**src/rtl/btn_pkg.sv**
```systemverilog
// Shared types and helpers for the push-button debouncer slice.
package btn_pkg;

  typedef enum logic [1:0] {
    LOW      = 2'd0,
    RISE_CHK = 2'd1,
    HIGH     = 2'd2,
    FALL_CHK = 2'd3
  } btn_state_t;

  // Bits needed to hold the values 0..max_val inclusive.
  function automatic int cnt_width(input int max_val);
    return (max_val < 1) ? 1 : $clog2(max_val + 1);
  endfunction

endpackage

```
**src/rtl/btn_sync.sv**
```systemverilog
// Multi-stage synchronizer that brings the raw button pin into the btn_clk domain.
module btn_sync #(
  parameter int SYNC_STAGES = 2
) (
  input  logic btn_clk,
  input  logic btn_rst_n,
  input  logic btn_in,
  output logic sync
);

  logic [SYNC_STAGES-1:0] stages;

  always_ff @(posedge btn_clk or negedge btn_rst_n) begin
    if (!btn_rst_n) begin
      stages <= '0;
    end else begin
      stages <= {stages[SYNC_STAGES-2:0], btn_in};
    end
  end

  assign sync = stages[SYNC_STAGES-1];

endmodule

```
**src/rtl/btn_debouncer.sv**
```systemverilog
// Debounces a synchronized push-button into a clean level plus one-cycle
// press, release and long-press events.
module btn_debouncer
  import btn_pkg::*;
#(
  parameter int TICK_DIV     = 100_000,
  parameter int STABLE_TICKS = 20,
  parameter int LONG_TICKS   = 1000,
  parameter int SYNC_STAGES  = 2
) (
  input  logic btn_clk,
  input  logic btn_rst_n,
  input  logic btn_in,
  output logic btn_level,
  output logic btn_press,
  output logic btn_release,
  output logic btn_long
);

  localparam int PW = cnt_width(TICK_DIV);
  localparam int SW = cnt_width(STABLE_TICKS);
  localparam int LW = cnt_width(LONG_TICKS);

  localparam logic [PW-1:0] PRE_LAST    = PW'(TICK_DIV - 1);
  localparam logic [SW-1:0] STABLE_LAST = SW'(STABLE_TICKS - 1);
  localparam logic [LW-1:0] LONG_LAST   = LW'(LONG_TICKS - 1);
  localparam logic [LW-1:0] LONG_MAX    = LW'(LONG_TICKS);

  logic       sync;
  btn_state_t state, next_state;

  logic [PW-1:0] pre_cnt, pre_nxt;
  logic [SW-1:0] stable_cnt, stable_nxt;
  logic [LW-1:0] long_cnt, long_nxt;
  logic          long_done, long_done_nxt;
  logic          tick, restart;
  logic          press_nxt, release_nxt, long_fire;

  btn_sync #(
    .SYNC_STAGES(SYNC_STAGES)
  ) u_sync (
    .btn_clk  (btn_clk),
    .btn_rst_n(btn_rst_n),
    .btn_in   (btn_in),
    .sync     (sync)
  );

  assign tick = (pre_cnt == PRE_LAST);

  // A sync change is checked before the tick, so a bounce on the final tick rejects the edge.
  always_comb begin
    next_state  = state;
    stable_nxt  = stable_cnt;
    restart     = 1'b0;
    press_nxt   = 1'b0;
    release_nxt = 1'b0;
    case (state)
      LOW: begin
        if (sync) begin
          next_state = RISE_CHK;
          stable_nxt = '0;
          restart    = 1'b1;
        end
      end
      RISE_CHK: begin
        if (!sync) begin
          next_state = LOW;
        end else if (tick) begin
          if (stable_cnt == STABLE_LAST) begin
            next_state = HIGH;
            press_nxt  = 1'b1;
          end else begin
            stable_nxt = stable_cnt + 1'b1;
          end
        end
      end
      HIGH: begin
        if (!sync) begin
          next_state = FALL_CHK;
          stable_nxt = '0;
          restart    = 1'b1;
        end
      end
      FALL_CHK: begin
        if (sync) begin
          next_state = HIGH;
        end else if (tick) begin
          if (stable_cnt == STABLE_LAST) begin
            next_state  = LOW;
            release_nxt = 1'b1;
          end else begin
            stable_nxt = stable_cnt + 1'b1;
          end
        end
      end
      default: next_state = LOW;
    endcase

    pre_nxt = (restart || tick) ? '0 : pre_cnt + 1'b1;
  end

  // Long-press tracking keeps running through a FALL_CHK glitch; only LOW re-arms it.
  always_comb begin
    long_nxt      = long_cnt;
    long_done_nxt = long_done;
    long_fire     = 1'b0;
    if (state == RISE_CHK && next_state == HIGH) begin
      long_nxt = '0;
    end else if ((state == HIGH || state == FALL_CHK) && tick) begin
      if (long_cnt != LONG_MAX) begin
        long_nxt = long_cnt + 1'b1;
      end
      if (long_cnt == LONG_LAST && !long_done) begin
        long_fire     = 1'b1;
        long_done_nxt = 1'b1;
      end
    end
    if (next_state == LOW && state != LOW) begin
      long_done_nxt = 1'b0;
    end
  end

  always_ff @(posedge btn_clk or negedge btn_rst_n) begin
    if (!btn_rst_n) begin
      state       <= LOW;
      pre_cnt     <= '0;
      stable_cnt  <= '0;
      long_cnt    <= '0;
      long_done   <= 1'b0;
      btn_level   <= 1'b0;
      btn_press   <= 1'b0;
      btn_release <= 1'b0;
      btn_long    <= 1'b0;
    end else begin
      state       <= next_state;
      pre_cnt     <= pre_nxt;
      stable_cnt  <= stable_nxt;
      long_cnt    <= long_nxt;
      long_done   <= long_done_nxt;
      btn_level   <= (next_state == HIGH) || (next_state == FALL_CHK);
      btn_press   <= press_nxt;
      btn_release <= release_nxt;
      btn_long    <= long_fire;
    end
  end

endmodule
```
**config.mk**
```make
export PLATFORM = sky130hd
export DESIGN_NAME = btn_debouncer
export DESIGN_NICKNAME = d
export VERILOG_FILES = /design/src/rtl/btn_pkg.sv /design/src/rtl/btn_sync.sv /design/src/rtl/btn_debouncer.sv
export SDC_FILE = /design/constraint.sdc
export NUM_CORES = 1
export LEC_CHECK = 0
export BUFFER_PORTS_ARGS = -buffer_cell sky130_fd_sc_hd__buf_4
export CAP_MARGIN = 20
export CELL_PAD_IN_SITES_DETAIL_PLACEMENT = 1
export CELL_PAD_IN_SITES_GLOBAL_PLACEMENT = 1
export CORE_MARGIN = 3
export CORE_UTILIZATION = 40
export DETAILED_ROUTE_END_ITERATION = 16
export GPL_TIMING_DRIVEN = 0
export PLACE_DENSITY = 0.7
export SETUP_SLACK_MARGIN = 0.1
export SLEW_MARGIN = 5
export SYNTH_ARGS = -nofsm -noshare
export SYNTH_HDL_FRONTEND = slang
export SYNTH_SLANG_ARGS = --single-unit
```
**constraint.sdc**
```tcl
create_clock -name btn_clk -period 2.8 [get_ports btn_clk]
set_clock_uncertainty 0.05 [all_clocks]
set_input_delay 0.84 -clock btn_clk [delete_from_list [all_inputs] [get_ports btn_clk]]
set_output_delay 0.84 -clock btn_clk [all_outputs]
set_load 0.01 [all_outputs]
```
== Word-level counts from Yosys, hierarchy flattened ==
Index checks and enable logic that the tools add are counted.

* Add/subtract/negate cells: 3
* Multipliers: 0
* Divide/modulo/power cells: 0
* Magnitude comparators: 0
* Equal/unequal tests: 14
* Shift-type cells: 0
* Mux-type cells: 36
* Bitwise operators: 0
* Reduce and logical (&&, ||, !) cells: 18

{| class="wikitable"
|+ Operators by type and width
! kind !! count
|-
| $mux W10 || 3
|-
| $mux W5 || 6
|-
| $pmux W5 S4 || 1
|-
| $add A17 B1 Y17 const B || 1
|-
| $eq A17 B17 Y1 const B || 1
|-
| $mux W17 || 1
|-
| $mux W2 || 8
|-
| $mux W1 || 15
|-
| $add A10 B1 Y10 const B || 1
|-
| $eq A10 B10 Y1 const B || 1
|-
| $ne A10 B10 Y1 const B || 1
|-
| $reduce_bool A2 Y1 || 5
|-
| $eq A2 B2 Y1 const B || 4
|-
| $pmux W2 S4 || 1
|-
| $ne A2 B1 Y1 const B || 3
|-
| $add A5 B1 Y5 const B || 1
|-
| $eq A5 B5 Y1 const B || 1
|-
| $logic_and A1 B1 Y1 || 4
|-
| $logic_not A2 Y1 || 2
|-
| $ne A2 B2 Y1 const B || 2
|-
| $reduce_and A4 Y1 || 1
|-
| $logic_or A1 B1 Y1 || 3
|-
| $reduce_and A3 Y1 || 1
|-
| $eq A2 B1 Y1 const B || 1
|-
| 3 further kinds || 3
|}

* Flip-flop bits (word level): 41
* Bits in latches: 0
* Bits in writable memories: 0
* Bits in read-only memories: 0
* Input bits: 3
* Output and inout port bits: 4
* Logic and storage cells: 81
* Memories: 0

== Logic depth before layout (Yosys ltp) ==
* Depth after elaboration: 9
* Depth in mapped cells: 7
* Gate-level depth less buffers: 6

== Hierarchy ==
Synthesis repeated with hierarchy kept, for this count alone.

* Cells, all modules: 217
* Area, all modules: 2157.1 um^2

{| class="wikitable"
|+ Modules (own cells, without submodules)
! module !! times used !! cells an instance !! area each (um^2) !! seq. area each (um^2)
|-
| btn_debouncer || 1 || 215 || 2107.0 || 950.9
|-
| btn_sync || 1 || 2 || 50.0 || 50.0
|}

== Worst setup path before layout ==
No wires, ideal clock.

* Kind: register -> register
* Start: register pre_cnt[0]
* End: register long_cnt[9]
* Setup time: 0.134 ns
* Arrival: 1.666 ns
* Required time: 2.616 ns
* Slack: 0.949 ns
* Stages on the path, launching flop included: 8
* Buffers on the path: 2
* Period minus slack after synthesis: 1.851 ns
* Cells stage by stage: dfrtp_1 ha_1 and4_1 buf_2 nand4_4 buf_2 o41ai_1 a21oi_1

* Word-level cells in the longest chain between the ends: 8
* Elaborated cells on any way between the ends: 13
* Classes of those cells: 2 x eq/ne; 6 x mux; 5 x reduce/logical

{| class="wikitable"
|+ Ends and longest elaborated chain
! element !! line !! RTL
|-
| start, declared || btn_debouncer.sv:32 || <nowiki>logic [PW-1:0] pre_cnt, pre_nxt;</nowiki>
|-
| start signal, assigned || btn_debouncer.sv:136 || <nowiki>pre_cnt <= pre_nxt;</nowiki>
|-
| $eq A17 B17 Y1 * || btn_debouncer.sv:48 || <nowiki>assign tick = (pre_cnt == PRE_LAST);</nowiki>
|-
| $mux W2 (on tied branches) || btn_debouncer.sv:87, btn_debouncer.sv:68 ||
|-
| $mux W2 (on tied branches) || btn_debouncer.sv:85, btn_debouncer.sv:66 ||
|-
| $pmux W2 S4 || btn_debouncer.sv:57 || <nowiki>case (state)</nowiki>
|-
| $eq A2 B2 Y1 || btn_debouncer.sv:107 || <nowiki>if (state == RISE_CHK && next_state == HIGH) begin</nowiki>
|-
| $logic_and A1 B1 Y1 || btn_debouncer.sv:107 ||
|-
| $reduce_bool A2 Y1 (no line) || -- ||
|-
| $reduce_and A2 Y1 (no line) || -- ||
|-
| end signal, assigned || btn_debouncer.sv:138 || <nowiki>long_cnt <= long_nxt;</nowiki>
|-
| end, declared || btn_debouncer.sv:34 || <nowiki>logic [LW-1:0] long_cnt, long_nxt;</nowiki>
|}

Every way passes the cells marked *; elsewhere a longest branch is shown, timed or not.
A chain may end at the register's enable or synchronous reset.

== Worst setup path after layout ==
* Start: register pre_cnt[0]
* End: register pre_cnt[9]

* Word-level cells in the longest chain between the ends: 3
* Elaborated cells on any way between the ends: 4
* Classes of those cells: 1 x add/sub; 1 x eq/ne; 1 x mux; 1 x reduce/logical

{| class="wikitable"
|+ Ends and longest elaborated chain
! element !! line !! RTL
|-
| parallel branches: the longest is 2 deep, another holds $add A17 B1 Y17 || -- ||
|-
| $mux W17 * || btn_debouncer.sv:99 || <nowiki>pre_nxt = (restart || tick) ? '0 : pre_cnt + 1'b1;</nowiki>
|-
| via pre_nxt[9] || btn_debouncer.sv:32 ||
|}

Mark *: on every way through the listed nets, which the timed path passes.

==> metrics.txt <==
Port Buffers=6; worst rel slew slack=60.3%; crit start category=flop; DR WL/cell=17.4 um; # hold bufs at CTS=0; number of max-cap violations=0; Period Utilization, post-route=78.3%; total track usage=18.4%; CTS resizes=0; Initial Util=42.9%; #FFs+latches synth=40; Post-synth EDFFs=0; Final ANT Viol Nets=0; die area=6170 um^2; DRC=0; first-pass iteration count of the detailed router=4; largest net degree at the start of global routing=41; RSZ-0062 raised after global routing=no; diode count=0; htree depth=2; synthesized area=2110 um^2; post-synthesis sequential area ratio=47.5%; min Tclk post-route=2.19 ns; final wirelength=5100 um; CTS Buf Count=5; core box area=4910 um^2; share of cells above drive strength 1=10.6%; grt met2 use=32.5%; pwr dens=470 nW/um^2; WS Path Type=reg2reg; die height=78.6 um; asr flop ratio synth=100%; Post-CTS Setup Inserts=0; setup violators final=0; CP arrival=2.31 ns; Multi-input gate area=1040 um^2; achievable frequency=0.456 GHz; placed cell areas=2240 um^2; fin area=2330 um^2; Placement Setup Slack=0.556 ns; number of global-route vias before repair=1873; crit-path cells=ha_1, and4_1, buf_2, nand4_4, o21ai_1, buf_2, nor2_1; Mapped Cells=212; crit-path max cell delay=0.40 ns; Post-Route Setup TNS=0 ns; min setup slack post-route=0.609 ns; synth unique cells=40; Mapped Nets=219; GPL Wtd Cong=0.810; Slew @ Worst Pin=0.592 ns; hpwl dp=3710 um; final hold viol count=0; gr ovfl total=0; Fill cells=566; met1 global-route usage=23.2%; Vias=1706; vias per cell=5.82; root buf cell=clkbuf_8; CP dominant cell by count=buf_2; antenna violations before repair=0; Longest Clk Path Bufs=2; Clk pin slew, worst setup/hold paths=0.08 ns; Main synth FF type=dfrtp_1; Lkg Pwr=0.953 nW; most frequent cells in the layout=dfrtp_1 (40), nor2_1 (22), nand4_1 (17); Ports=7; chip width=78.6 um; CTS tree=done; worst-path maximum fanout=10; average size of a mapped cell=9.94 um^2; min-delay worst type=reg2reg; worst skew pair latency=0.29 ns; Worst EP required=2.92 ns; gr busiest metal=met2; nets@finish=232; First DRT Iteration DRCs=89; M3 GR Usage=2.87%; status=complete, no violations; synth warn=0; leading cell type in the layout, fill and taps excluded=dfrtp_1; # clock sinks=40; Slew Limit Fails=0; register area=1000 um^2; Worst VDD drop=0.305 mV; area delta synth->final=10.4%; first-pass GRT wire length=9060 um; Row Count=25; crit path capture type=flop; Worst path slowest cell=dfrtp_1
-- synthesized netlist by cell type (2+ instances only) --
cell type	instances	area [um^2]
dfrtp_1	40	1000
nor2_1	22	82.6
nand4_1	17	106
nand2_1	16	60.1
a21oi_1	10	50.1
nand3_1	10	50.1
o21ai_0	8	40.0
xor2_1	8	70.1
or4_1	6	45.0
xnor2_1	6	52.6
and4_1	5	43.8
buf_2	5	25.0
clkbuf_1	5	18.8
inv_1	5	18.8
o31ai_1	5	37.5
or3_1	5	31.3
ha_1	4	50.1
o211ai_1	4	30.0
nor4_1	3	18.8
a31oi_1	2	12.5
and4b_1	2	20.0
nand3b_1	2	15.0
nor3_1	2	10.0
nor4b_4	2	47.6
o221ai_1	2	17.5
o311ai_0	2	17.5
-- flip-flops by register name, summed over array words and instances (netlist names), 2 cells and up --
| name | cells |
|---|---|
| pre_cnt | 17 |
| u_sync.stages | 2 |
| stable_cnt | 5 |
| state | 2 |
| long_cnt | 10 |
-- kinds of logic (layout without fill, tap and decap cells) --
family,after synthesis,count (layout),share of synthesized area (%)
AND/OR/NAND/NOR,99,99,29.0
flip-flops,40,40,47.5
AO/OA/AOI/OAI,39,39,12.1
buffers and inverters,16,30,3.15
XOR/XNOR,14,14,5.82
adder cells (fa/ha/maj),4,4,2.38
-- metrics by stage --
step           hold WS (ns)  std cells  utilization, %  total power, W
4_1_cts               0.325        293            47.4         0.00111
5_1_grt               0.342        293            47.4         0.00117
6_report              0.317        293            47.4         0.00109
2_1_floorplan         0.281        212               -        0.000678
3_3_place_gp          0.283        285            45.5        0.000705
3_5_place_dp          0.307        285            45.5        0.000714
-- metal layers --
metal  wire [um]  part of all wire [%]
met4          50                  0.98
met3         154                   3.0
met5           0                     0
met1        2250                    44
met2        2650                    52
-- worst paths after layout --
| check | from | end | slack [ns] | cells past startpoint |
|---|---|---|---|---|
| min reg2reg | u_sync.stages[0] | u_sync.stages[1] | 0.32 | 0 |
| max | pre_cnt[0] | pre_cnt[9] | 0.61 | 7 |
| max in group asynchronous | btn_rst_n | long_cnt[3] | 1.87 | 1 |
| min | u_sync.stages[0] | u_sync.stages[1] | 0.32 | 0 |
| min in group asynchronous | btn_rst_n | long_cnt[6] | 0.47 | 1 |
| max reg2reg | pre_cnt[0] | pre_cnt[9] | 0.61 | 7 |
-- layout make-up --
cell class / instances / share of cell area (%)
Buffer: 11 / 2.04
Clock buffer: 8 / 3.87
Timing Repair Buffer: 6 / 1.94
Tap cell: 67 / 3.60
Multi-Input combinational cell: 156 / 44.7
Inverter: 5 / 0.807
Sequential cell: 40 / 43.0
-- worst max-delay path: cells and delay by family (launching register included) --
family	cells	cell delay [ns]
flip-flops	1	0.40
AO/OA/AOI/OAI	1	0.38
adder cells (fa/ha/maj)	1	0.25
buffers and inverters	2	0.53
AND/OR/NAND/NOR	3	0.46
-- where the power goes --
part           leakage (nW)  switching [W]  internal, W
clock                0.0455       0.000192     0.000201
sequential            0.547      0.0000317     0.000599
combinational         0.360      0.0000429    0.0000254
total                 0.953       0.000267     0.000826
(Power assumes the default switching activity.)
